### src/rtl/elev_sched_pkg.sv
// Shared types and defaults for the elevator request scheduler.
// The EMERG state exists only when ELEV_SCHED_EMERGENCY_EN is defined.
package elev_sched_pkg;

   localparam int NUM_FLOORS = 8;
   localparam int FLOOR_W    = 3;
   localparam int ONEHOT_MAX = 64;

   typedef enum logic [2:0] {
      IDLE       = 3'd0,
      SERVE_UP   = 3'd1,
      SERVE_DOWN = 3'd2,
`ifdef ELEV_SCHED_EMERGENCY_EN
      DWELL      = 3'd3,
      EMERG      = 3'd4
`else
      DWELL      = 3'd3
`endif
   } state_t;

   // Callers truncate the result to their floor count, so out-of-range indices select nothing.
   function automatic logic [ONEHOT_MAX-1:0] floor_onehot(input int unsigned idx);
      floor_onehot = {{(ONEHOT_MAX-1){1'b0}}, 1'b1} << idx;
   endfunction

endpackage

### src/rtl/elevator_request_scheduler_if.sv
// Button/position inputs and target/status outputs between the controller side and the scheduler.
// The emerg line is present only when ELEV_SCHED_EMERGENCY_EN is defined.
interface elevator_request_scheduler_if #(
   parameter int NUM_FLOORS = elev_sched_pkg::NUM_FLOORS,
   parameter int FLOOR_W    = elev_sched_pkg::FLOOR_W
);
   logic [NUM_FLOORS-1:0] btn;
   logic [FLOOR_W-1:0]    curr_floor;
   logic                  door;
`ifdef ELEV_SCHED_EMERGENCY_EN
   logic                  emerg;
`endif
   logic [FLOOR_W-1:0]    req_floor;
   logic [NUM_FLOORS-1:0] pending;
   logic                  dir_up;
   logic                  busy;

`ifdef ELEV_SCHED_EMERGENCY_EN
   modport master (output btn, curr_floor, door, emerg, input req_floor, pending, dir_up, busy);
   modport slave  (input btn, curr_floor, door, emerg, output req_floor, pending, dir_up, busy);
`else
   modport master (output btn, curr_floor, door, input req_floor, pending, dir_up, busy);
   modport slave  (input btn, curr_floor, door, output req_floor, pending, dir_up, busy);
`endif
endinterface

### src/rtl/elev_floor_picker.sv
// Combinational search of the pending bitmap relative to the car position:
// nearest call above/below and which direction is closer.
module elev_floor_picker #(
   parameter int NUM_FLOORS = elev_sched_pkg::NUM_FLOORS,
   parameter int FLOOR_W    = elev_sched_pkg::FLOOR_W
) (
   input  logic [NUM_FLOORS-1:0] pending,
   input  logic [FLOOR_W-1:0]    curr_floor,
   output logic                  above,
   output logic                  below,
   output logic [FLOOR_W-1:0]    next_up,
   output logic [FLOOR_W-1:0]    next_dn,
   output logic                  tie,
   output logic                  up_closer
);
   logic [FLOOR_W-1:0] d_up;
   logic [FLOOR_W-1:0] d_dn;

   always_comb begin
      above   = 1'b0;
      below   = 1'b0;
      next_up = '0;
      next_dn = '0;
      // Scanning downward leaves the lowest hit above; scanning upward leaves the highest hit below.
      for (int i = NUM_FLOORS - 1; i >= 0; i--) begin
         if (pending[i] && (i > int'(curr_floor))) begin
            above   = 1'b1;
            next_up = FLOOR_W'(i);
         end
      end
      for (int i = 0; i < NUM_FLOORS; i++) begin
         if (pending[i] && (i < int'(curr_floor))) begin
            below   = 1'b1;
            next_dn = FLOOR_W'(i);
         end
      end
      d_up      = next_up - curr_floor;
      d_dn      = curr_floor - next_dn;
      tie       = above && below && (d_up == d_dn);
      up_closer = above && (!below || (d_up < d_dn));
   end
endmodule

### src/rtl/elevator_request_scheduler.sv
// SCAN request scheduler: pending-call bitmap, sweep FSM, door dwell timer, registered req_floor.
// Optional emergency recall to floor 0 under ELEV_SCHED_EMERGENCY_EN.
module elevator_request_scheduler
   import elev_sched_pkg::*;
#(
   parameter int NUM_FLOORS   = elev_sched_pkg::NUM_FLOORS,
   parameter int FLOOR_W      = elev_sched_pkg::FLOOR_W,
   parameter int DWELL_CYCLES = 4
) (
   input logic                       clk,
   input logic                       rst,
   elevator_request_scheduler_if.slave bus
);
   localparam int CNT_W = (DWELL_CYCLES > 1) ? $clog2(DWELL_CYCLES) : 1;
   localparam logic [CNT_W-1:0] CNT_LAST = CNT_W'(DWELL_CYCLES - 1);

   state_t                state, state_nxt;
   logic [NUM_FLOORS-1:0] pending_q, pending_nxt, curr_oh, clr;
   logic [FLOOR_W-1:0]    req_q, req_nxt;
   logic                  dir_q, dir_nxt;
   logic                  busy_q, busy_nxt;
   logic [CNT_W-1:0]      cnt_q, cnt_nxt;

   logic                  above, below, tie, up_closer;
   logic [FLOOR_W-1:0]    next_up, next_dn;
   logic                  arrival, at_call, dwell_done, go_up;

   elev_floor_picker #(.NUM_FLOORS(NUM_FLOORS), .FLOOR_W(FLOOR_W)) u_picker (
      .pending    (pending_q),
      .curr_floor (bus.curr_floor),
      .above      (above),
      .below      (below),
      .next_up    (next_up),
      .next_dn    (next_dn),
      .tie        (tie),
      .up_closer  (up_closer)
   );

   assign curr_oh    = NUM_FLOORS'(floor_onehot(32'(bus.curr_floor)));
   assign arrival    = bus.door && (bus.curr_floor == req_q) &&
                       ((state == SERVE_UP) || (state == SERVE_DOWN));
   assign at_call    = |(pending_q & curr_oh);
   assign dwell_done = (cnt_q == CNT_LAST);
   assign go_up      = up_closer || tie;

   always_ff @(posedge clk or posedge rst) begin
      if (rst) state <= IDLE;
      else     state <= state_nxt;
   end

   always_comb begin
      state_nxt = state;
      case (state)
         IDLE: begin
            if (at_call)    state_nxt = DWELL;
            else if (go_up) state_nxt = SERVE_UP;
            else if (below) state_nxt = SERVE_DOWN;
         end
         SERVE_UP: begin
            if (arrival)              state_nxt = DWELL;
            else if (!above && below) state_nxt = SERVE_DOWN;
         end
         SERVE_DOWN: begin
            if (arrival)              state_nxt = DWELL;
            else if (!below && above) state_nxt = SERVE_UP;
         end
         DWELL: begin
            // Keep sweeping while calls lie ahead; only then consider reversing.
            if (dwell_done) begin
               if (dir_q ? above : below)      state_nxt = dir_q ? SERVE_UP : SERVE_DOWN;
               else if (dir_q ? below : above) state_nxt = dir_q ? SERVE_DOWN : SERVE_UP;
               else                            state_nxt = IDLE;
            end
         end
`ifdef ELEV_SCHED_EMERGENCY_EN
         EMERG: begin
            if (!bus.emerg && (bus.curr_floor == '0) && bus.door) state_nxt = IDLE;
         end
`endif
         default: state_nxt = IDLE;
      endcase
`ifdef ELEV_SCHED_EMERGENCY_EN
      if (bus.emerg) state_nxt = EMERG;
`endif
   end

   always_comb begin
      clr         = (arrival || (state == DWELL)) ? curr_oh : '0;
      pending_nxt = (pending_q | bus.btn) & ~clr;
`ifdef ELEV_SCHED_EMERGENCY_EN
      if (bus.emerg || (state == EMERG)) pending_nxt = '0;
`endif
      case (state_nxt)
         SERVE_UP:   req_nxt = above ? next_up : req_q;
         SERVE_DOWN: req_nxt = below ? next_dn : req_q;
`ifdef ELEV_SCHED_EMERGENCY_EN
         EMERG:      req_nxt = '0;
`endif
         default:    req_nxt = bus.curr_floor;
      endcase
      dir_nxt = dir_q;
      if (state_nxt == SERVE_UP)   dir_nxt = 1'b1;
      if (state_nxt == SERVE_DOWN) dir_nxt = 1'b0;
`ifdef ELEV_SCHED_EMERGENCY_EN
      if ((state == EMERG) && (state_nxt == IDLE)) dir_nxt = 1'b1;
`endif
      busy_nxt = (|pending_nxt) || (state_nxt == DWELL);
      cnt_nxt  = ((state == DWELL) && (state_nxt == DWELL)) ? cnt_q + 1'b1 : '0;
   end

   always_ff @(posedge clk or posedge rst) begin
      if (rst) begin
         pending_q <= '0;
         req_q     <= '0;
         dir_q     <= 1'b1;
         busy_q    <= 1'b0;
         cnt_q     <= '0;
      end else begin
         pending_q <= pending_nxt;
         req_q     <= req_nxt;
         dir_q     <= dir_nxt;
         busy_q    <= busy_nxt;
         cnt_q     <= cnt_nxt;
      end
   end

   assign bus.pending   = pending_q;
   assign bus.req_floor = req_q;
   assign bus.dir_up    = dir_q;
   assign bus.busy      = busy_q;
endmodule
### src/flat_wrapper.sv
// flat-port wrapper written by rule: the top's interface ports become plain ports
module elevator_request_scheduler_flat import elev_sched_pkg::*;
#(
   parameter int NUM_FLOORS   = elev_sched_pkg::NUM_FLOORS,
   parameter int FLOOR_W      = elev_sched_pkg::FLOOR_W,
   parameter int DWELL_CYCLES = 4
)
  (clk, rst, bus_btn, bus_curr_floor, bus_door, bus_req_floor, bus_pending, bus_dir_up, bus_busy);
  elevator_request_scheduler_if #(.NUM_FLOORS(NUM_FLOORS), .FLOOR_W(FLOOR_W)) bus_i ();
  input logic clk;
  input logic rst;
  input wire logic [$bits(bus_i.btn)-1:0] bus_btn;
  input wire logic [$bits(bus_i.curr_floor)-1:0] bus_curr_floor;
  input wire logic [$bits(bus_i.door)-1:0] bus_door;
  output wire logic [$bits(bus_i.req_floor)-1:0] bus_req_floor;
  output wire logic [$bits(bus_i.pending)-1:0] bus_pending;
  output wire logic [$bits(bus_i.dir_up)-1:0] bus_dir_up;
  output wire logic [$bits(bus_i.busy)-1:0] bus_busy;
  assign bus_i.btn = bus_btn;
  assign bus_i.curr_floor = bus_curr_floor;
  assign bus_i.door = bus_door;
  assign bus_req_floor = bus_i.req_floor;
  assign bus_pending = bus_i.pending;
  assign bus_dir_up = bus_i.dir_up;
  assign bus_busy = bus_i.busy;
  elevator_request_scheduler #(.NUM_FLOORS(NUM_FLOORS), .FLOOR_W(FLOOR_W), .DWELL_CYCLES(DWELL_CYCLES)) u_core (.clk(clk), .rst(rst), .bus(bus_i));
endmodule
### config.mk
export PLATFORM = sky130hd
export DESIGN_NAME = elevator_request_scheduler_flat
export DESIGN_NICKNAME = d
export VERILOG_FILES = /design/src/rtl/elev_sched_pkg.sv /design/src/rtl/elevator_request_scheduler_if.sv /design/src/rtl/elev_floor_picker.sv /design/src/rtl/elevator_request_scheduler.sv /design/src/flat_wrapper.sv
export SDC_FILE = /design/constraint.sdc
export NUM_CORES = 1
export LEC_CHECK = 0
export ABC_AREA = 1
export BUFFER_PORTS_ARGS = -buffer_cell sky130_fd_sc_hd__buf_2
export CORE_ASPECT_RATIO = 1.4
export CORE_MARGIN = 10
export CORE_UTILIZATION = 50
export DETAILED_ROUTE_END_ITERATION = 7
export HOLD_SLACK_MARGIN = 0.15
export PLACE_DENSITY = 0.75
export SLEW_MARGIN = 10
export SYNTH_ARGS = -nofsm -noshare
export SYNTH_HDL_FRONTEND = slang
export SYNTH_SLANG_ARGS = --single-unit
### constraint.sdc
create_clock -name clk -period 3.3 [get_ports clk]
set_input_delay 0.33 -clock clk [delete_from_list [all_inputs] [get_ports clk]]
set_output_delay 0.33 -clock clk [all_outputs]
set_load 0.005 [all_outputs]
Word level (Yosys, flattened, before mapping)

Index checks and enable logic that the tools add are counted.

Register bits: 18
Input bits: 14
Output and inout bits: 13
Word-level logic and storage cells: 123

Add/subtract/negate cells: 3
Magnitude comparators: 15
Equal/unequal tests: 11
Shifts and indexed selects: 1
Muxes and demuxes: 49
Bitwise logic cells: 4
Reduce and logical (&&, ||, !) cells: 34

Operators with widths:

| kind                                                                  | number |
|---|---|
| 3-bit two-way mux                                                     | 24 |
| 1-bit logical AND                                                     | 22 |
| 1-bit two-way mux                                                     | 19 |
| 8-bit AND                                                             | 2 |
| 8-bit OR reduction                                                    | 2 |
| 3-bit by 2-bit equality test with 1-bit output, second input constant | 4 |
| 3-bit > comparator, first input constant                              | 4 |
| 3-bit case mux with 4 select lines                                    | 1 |
| 3-bit < comparator, first input constant                              | 3 |
| 8-bit two-way mux                                                     | 1 |
| 8-bit inverter                                                        | 1 |
| 8-bit bitwise OR                                                      | 1 |
| 1-bit by 3-bit << shifter with 8-bit output, first input constant     | 1 |
| 3-bit by 1-bit equality test with 1-bit output, second input constant | 2 |
| 3-bit equality test                                                   | 2 |
| 2-bit by 3-bit > comparator with 1-bit output, first input constant   | 2 |
| 1-bit by 3-bit < comparator with 1-bit output, first input constant   | 2 |
| 2-bit by 3-bit < comparator with 1-bit output, first input constant   | 2 |
| 2-bit two-way mux                                                     | 3 |
| 3-bit case mux with 2 select lines                                    | 1 |
| 3-bit subtractor                                                      | 2 |
| 1-bit logical OR                                                      | 5 |
| 2-bit by 1-bit != test with 1-bit output, second input constant       | 2 |
| 1-bit by 3-bit > comparator with 1-bit output, first input constant   | 1 |
| other kinds (7)                                                       | 8 |

Logic depth before layout (Yosys ltp)

Word-level depth: 20
Mapped depth: 29
Gate-level depth less buffers: 29

By module

A second synthesis with hierarchy kept.

Cells, all modules: 265
Area total of the unflattened synthesis: 1771.7 sq um

By module, submodules not included:

| module                     | times used | cells an instance | area each (sq um) | seq. area each (sq um) |
|---|---|---|---|---|
| elevator_request_scheduler | 1          | 174               | 1257.5            | 451.7 |
| elev_floor_picker          | 1          | 91                | 514.2             | 0.0 |

Worst setup path before layout

OpenSTA, ideal clock, no wires.

Path kind: input -> register
Start: input port bus_curr_floor[0]
End: register u_core.req_q[0], in the netlist u_core.bus.req_floor[0]
Arrival: 3.184 ns
Slack: -0.009 ns
Stages on the path: 26
Path through: buf_2 > nand3_2 > nand3_1 > nand2_1 > nand2_1 > nand2_1 > a21oi_1 > ha_1 > inv_1 > fa_1 > xor2_1 > xor2_1 > inv_1 > ha_1 > nand2_1 > inv_1 > a22oi_1 > nand2_1 > nand2_2 > nand2_1 > nand2_2 > nand2_2 > nor2_4 > nand2_1 > nand3_1 > nand3_1

Word-level cells in the longest chain between the ends: 20
Elaborated cells between the ends (all ways): 95
Those cells by class: 2 x add/sub; 15 x order compare; 6 x eq/ne; 1 x shift; 43 x mux; 1 x bitwise; 27 x reduce/logical

RTL lines:

| element                                                                                                                 | line                              | text |
|---|---|---|
| start, declared                                                                                                         | flat_wrapper.sv:13                | `input wire logic [$bits(bus_i.curr_floor)-1:0] bus_curr_floor;` |
| 3-bit > comparator                                                                                                      | elev_floor_picker.sv:26           | `if (pending[i] && (i > int'(curr_floor))) begin` |
| 1-bit logical AND                                                                                                       | elev_floor_picker.sv:26           |  |
| 3-bit two-way mux (7 in a row)                                                                                          | elev_floor_picker.sv:26           |  |
| 3-bit subtractor                                                                                                        | elev_floor_picker.sv:37           | `d_up = next_up - curr_floor;` |
| 3-bit < comparator                                                                                                      | elev_floor_picker.sv:40           | `up_closer = above && (!below \|\| (d_up < d_dn));` |
| 1-bit logical OR                                                                                                        | elev_floor_picker.sv:40           |  |
| 1-bit logical AND                                                                                                       | elev_floor_picker.sv:40           |  |
| 1-bit logical OR                                                                                                        | elevator_request_scheduler.sv:44  | `assign go_up = up_closer \|\| tie;` |
| 3-bit two-way mux                                                                                                       | elevator_request_scheduler.sv:56  | `else if (go_up) state_nxt = SERVE_UP;` |
| 3-bit two-way mux                                                                                                       | elevator_request_scheduler.sv:55  | `if (at_call) state_nxt = DWELL;` |
| 3-bit case mux with 4 select lines                                                                                      | elevator_request_scheduler.sv:53  | `case (state)` |
| 3-bit by 1-bit equality test with 1-bit output / 3-bit by 2-bit equality test with 1-bit output (equally long branches) | elevator_request_scheduler.sv:93  | `case (state_nxt)` |
| 2-bit by 1-bit != test with 1-bit output (no source line)                                                               | -                                 |  |
| 2-bit AND reduction (no source line)                                                                                    | -                                 |  |
| end signal, assigned                                                                                                    | elevator_request_scheduler.sv:120 | `req_q <= req_nxt;` |
| end, declared                                                                                                           | elevator_request_scheduler.sv:19  | `logic [FLOOR_W-1:0] req_q, req_nxt;` |

Several ways; a longest one is shown, not always the timed one. The select of a mux whose other input is x is not followed.
A chain may end at the register's enable or synchronous reset.

Worst setup path after layout

Start: register u_core.pending_q[5], in the netlist u_core.bus.pending[5]
End: register u_core.req_q[1], in the netlist u_core.bus.req_floor[1]

Word-level cells in the longest chain between the ends: 17
Elaborated cells between the ends (all ways): 52
Those cells by class: 2 x add/sub; 1 x order compare; 5 x eq/ne; 30 x mux; 1 x bitwise; 13 x reduce/logical

RTL lines:

| element                                                                                                                 | line                              | text |
|---|---|---|
| start, declared                                                                                                         | elevator_request_scheduler.sv:18  | `logic [NUM_FLOORS-1:0] pending_q, pending_nxt, curr_oh, clr;` |
| start signal, assigned                                                                                                  | elevator_request_scheduler.sv:119 | `pending_q <= pending_nxt;` |
| 1-bit logical AND                                                                                                       | elev_floor_picker.sv:26           |  |
| 3-bit two-way mux (5 in a row)                                                                                          | elev_floor_picker.sv:26           |  |
| 3-bit subtractor                                                                                                        | elev_floor_picker.sv:37           |  |
| 3-bit < comparator                                                                                                      | elev_floor_picker.sv:40           |  |
| 1-bit logical OR                                                                                                        | elev_floor_picker.sv:40           |  |
| 1-bit logical AND                                                                                                       | elev_floor_picker.sv:40           |  |
| 1-bit logical OR                                                                                                        | elevator_request_scheduler.sv:44  |  |
| 3-bit two-way mux                                                                                                       | elevator_request_scheduler.sv:56  |  |
| 3-bit two-way mux                                                                                                       | elevator_request_scheduler.sv:55  |  |
| 3-bit case mux with 4 select lines                                                                                      | elevator_request_scheduler.sv:53  |  |
| 3-bit by 1-bit equality test with 1-bit output / 3-bit by 2-bit equality test with 1-bit output (equally long branches) | elevator_request_scheduler.sv:93  |  |
| 2-bit by 1-bit != test with 1-bit output (no source line)                                                               | -                                 |  |
| 2-bit AND reduction (no source line)                                                                                    | -                                 |  |

Several ways; a longest one is shown, not always the timed one. The select of a mux whose other input is x is not followed.

==> flow_metrics.tcl <==
set metrics [dict create \
    cp-start-kind "flop" \
    syn_area_um2 1670 \
    clk_pin_slew_ns 0.07 \
    end_kind "flop" \
    powerDensity_nw_per_um2 538 \
    dp_hpwl_um 3870 \
    via_per_inst 5.07 \
    cts_root_buf "clkbuf_8" \
    max_freq_ghz 0.295 \
    antenna_found_initial 0 \
    h-tree-depth 1 \
    fp.dieH_um 88.4 \
    yosysMostFrequentCell "nand2_1" \
    antenna-diode-count 0 \
    setup-violations-final 4 \
    postCtsHoldBufs 0 \
    drt_iter0_markers 87 \
    fillers 241 \
    holdCritPathClass "input port to async pin" \
    yosys_most_used_dff "dfrtp_1" \
    async_reset_ff_share_pct 100 \
    grt_pass1_wl_um 8080 \
    place_congestion 0.925 \
    clk_latency_ns 0.26 \
    num_rows 24 \
    fin_setup_tns_ns -0.223 \
    ys_ff_latch 18 \
    synth_edf_count 0 \
    yosys-top-cells-count "70 x nand2_1, 35 x inv_1, 31 x nand3_1, 17 x dfrtp_1, 14 x nor2_1" \
    hold_viol 0 \
    cp_common_cell "nand2_1" \
    rsz0062_at_grt "true" \
    io_buffers 26 \
    ir_drop_uv 517 \
    period_needed_ns 3.39 \
    dieArea_um2 6090 \
    cap_violations 0 \
    grt_pass1_vias 1807 \
    rr_worst_depth 28 \
    status "finished with violations" \
    yosysUniqueCellTypes 32 \
    wl_per_cell_um 13.6 \
    cp_max_fo 5 \
    skew_ns 0.00348 \
    area_delta_synth_final_pct 39.9 \
    crit_arrival_ns 3.58 \
    crit_slowest_cell "dfrtp_1" \
    slew_headroom_pct 57.0 \
    netlist_instances 246 \
    ant_nets 0 \
    vias 1809 \
    grt_max_degree 19 \
    die_w_um 68.9 \
    power.total_mw 1.26 \
    ys_seq_area_share_pct 27.0 \
    drv_slew 0 \
    cts.sinks 18 \
    routed_wl_um 4840 \
    setup_ws_ns -0.0851 \
    criticalPathCategory "flop to flop" \
    postLayoutCoreUtil_pct 74.1 \
    yosys_warnings 0 \
    first_pass_iters 4 \
    final_nets 341 \
    p_leak_nw 1.24 \
    drive_gt1_share_pct 42.1 \
    ios 27 \
    violations "negative setup slack" \
    synthesis.nets 268 \
    synthTopCellsByArea "dfrtp_1 25%, nand2_1 16%, nand3_1 9.3%" \
    core_um2 3150 \
    finalCritPeriodShare_pct 103 \
    grt-ovfl-total 0 \
    crit_required_ns 3.49 \
    ctsLongestPathBuffers 2 \
    tightestPinTransition_ns 0.644 \
    slowest_delay_ns 0.39 \
    numCtsBuffers 3 \
    syn_area_per_cell_um2 6.79 \
    cts_tree "built" \
    synth_area_leader_cell "dfrtp_1" \
    route.detailed.drc 0 \
    start_util_pct 53.0 \
    synth_top_area_share_pct 25.5 \
    grtUsageTotal_pct 16.7 \
]
## where the power goes
part | switching [mW] | internal, mW | total, mW
clock network | 0.0732 | 0.106 | 0.179
registers | 0.0462 | 0.272 | 0.318
logic | 0.437 | 0.324 | 0.761
## path summary, 6_finish.rpt
path	start	end	slack (ns)
max in group asynchronous	rst	u_core.bus.pending[0]$_DFF_PP0_	2.74
min in group clk	bus_btn[0]	u_core.bus.pending[0]$_DFF_PP0_	0.33
setup / recovery	u_core.bus.pending[5]$_DFF_PP0_	u_core.bus.req_floor[1]$_DFFE_PP0P_	-0.09
hold / removal	rst	u_core.bus.req_floor[0]$_DFFE_PP0P_	0.15
setup reg to reg	u_core.bus.pending[5]$_DFF_PP0_	u_core.bus.req_floor[1]$_DFFE_PP0P_	-0.09
hold reg to reg	u_core.cnt_q[0]$_DFF_PP0_	u_core.cnt_q[0]$_DFF_PP0_	0.43
## cell type report
| cell class | instances | area [um^2] | area share [%] |
|---|---|---|---|
| clock buffers | 4 | 55.1 | 2.36 |
| inverters | 43 | 166 | 7.12 |
| multi-input cells | 183 | 1140 | 48.8 |
| flip-flops and latches | 18 | 452 | 19.3 |
| well taps | 39 | 48.8 | 2.09 |
| repair buffers | 70 | 473 | 20.2 |
## cell usage in the layout, fill, tap and decap left out, types with 2 or more instances in the layout
| cell type | netlist | routed |
|---|---|---|
| nor2_2 | 5 | 5 |
| a21oi_1 | 7 | 5 |
| nor3_1 | 2 | 2 |
| o22ai_1 | 3 | 3 |
| nand2_2 | 11 | 15 |
| clkbuf_8 | 0 | 4 |
| nor2_4 | 6 | 6 |
| nand3_1 | 31 | 26 |
| nor2_1 | 14 | 14 |
| inv_1 | 35 | 32 |
| nand2_1 | 70 | 62 |
| xnor2_1 | 2 | 2 |
| o21ai_0 | 4 | 4 |
| dfrtp_1 | 17 | 17 |
| a21oi_2 | 0 | 2 |
| nand2_4 | 2 | 6 |
| ha_1 | 6 | 4 |
| nand3_4 | 2 | 3 |
| nand3_2 | 3 | 7 |
| inv_2 | 6 | 9 |
| nor4_1 | 2 | 2 |
| nand4_1 | 4 | 4 |
| buf_4 | 0 | 43 |
| buf_2 | 1 | 26 |
## cell families (layout without fill, tap and decap cells)
family,count (synthesis),after routing,share of synthesized area [%]
simple gates,153,153,47.0
buf+inv,45,117,10.9
other cells,1,1,0.225
fa+ha+maj,8,8,6.89
compound gates,17,17,5.77
xor+xnor,4,4,2.10
flops,18,18,27.0
## per-stage QoR
step	hold WS (ns)	worst slack, ns	instances	cell area [um^2]
final	0.150	-0.0851	357	2340
after global routing	0.192	-0.380	357	2340
after global placement	0.428	-0.200	351	2160
after floorplan	0.268	0.0385	246	1670
after detailed placement	0.433	-0.316	351	2160
after CTS	0.168	-0.00157	356	2250
## sequential cells by signal, indices dropped and copies added (netlist names)
signal,cells
u_core.cnt_q,2
u_core.bus.pending,8
u_core.state,3
u_core.bus.req_floor,3
u_core.bus.dir_up,1
u_core.bus.busy,1
## critical path: cells and delay by family (launching register included)
kind            cells  cell delay (ns)
simple gates       16             1.22
fa+ha+maj           3             0.85
flops               1             0.39
compound gates      3             0.32
xor+xnor            2             0.32
buf+inv             4             0.24
## metal layers
| layer | share of wire (%) | vias up | global-route usage, % |
|---|---|---|---|
| li1 | - | 919 | - |
| met1 | 41 | 818 | 20.7 |
| met2 | 52 | 63 | 28.1 |
| met3 | 5.1 | 9 | 2.28 |
| met4 | 1.8 | 0 | 5.94 |
| met5 | 0 | - | 0 |
## timing repair
action,4_1_cts,5_1_grt
hold endpoints to repair,0,0
buffers inserted,1,1
pin swaps,5,17
gates resized for setup,7,20
setup endpoints to repair,7,9
Power figures use the tool's default switching activity.
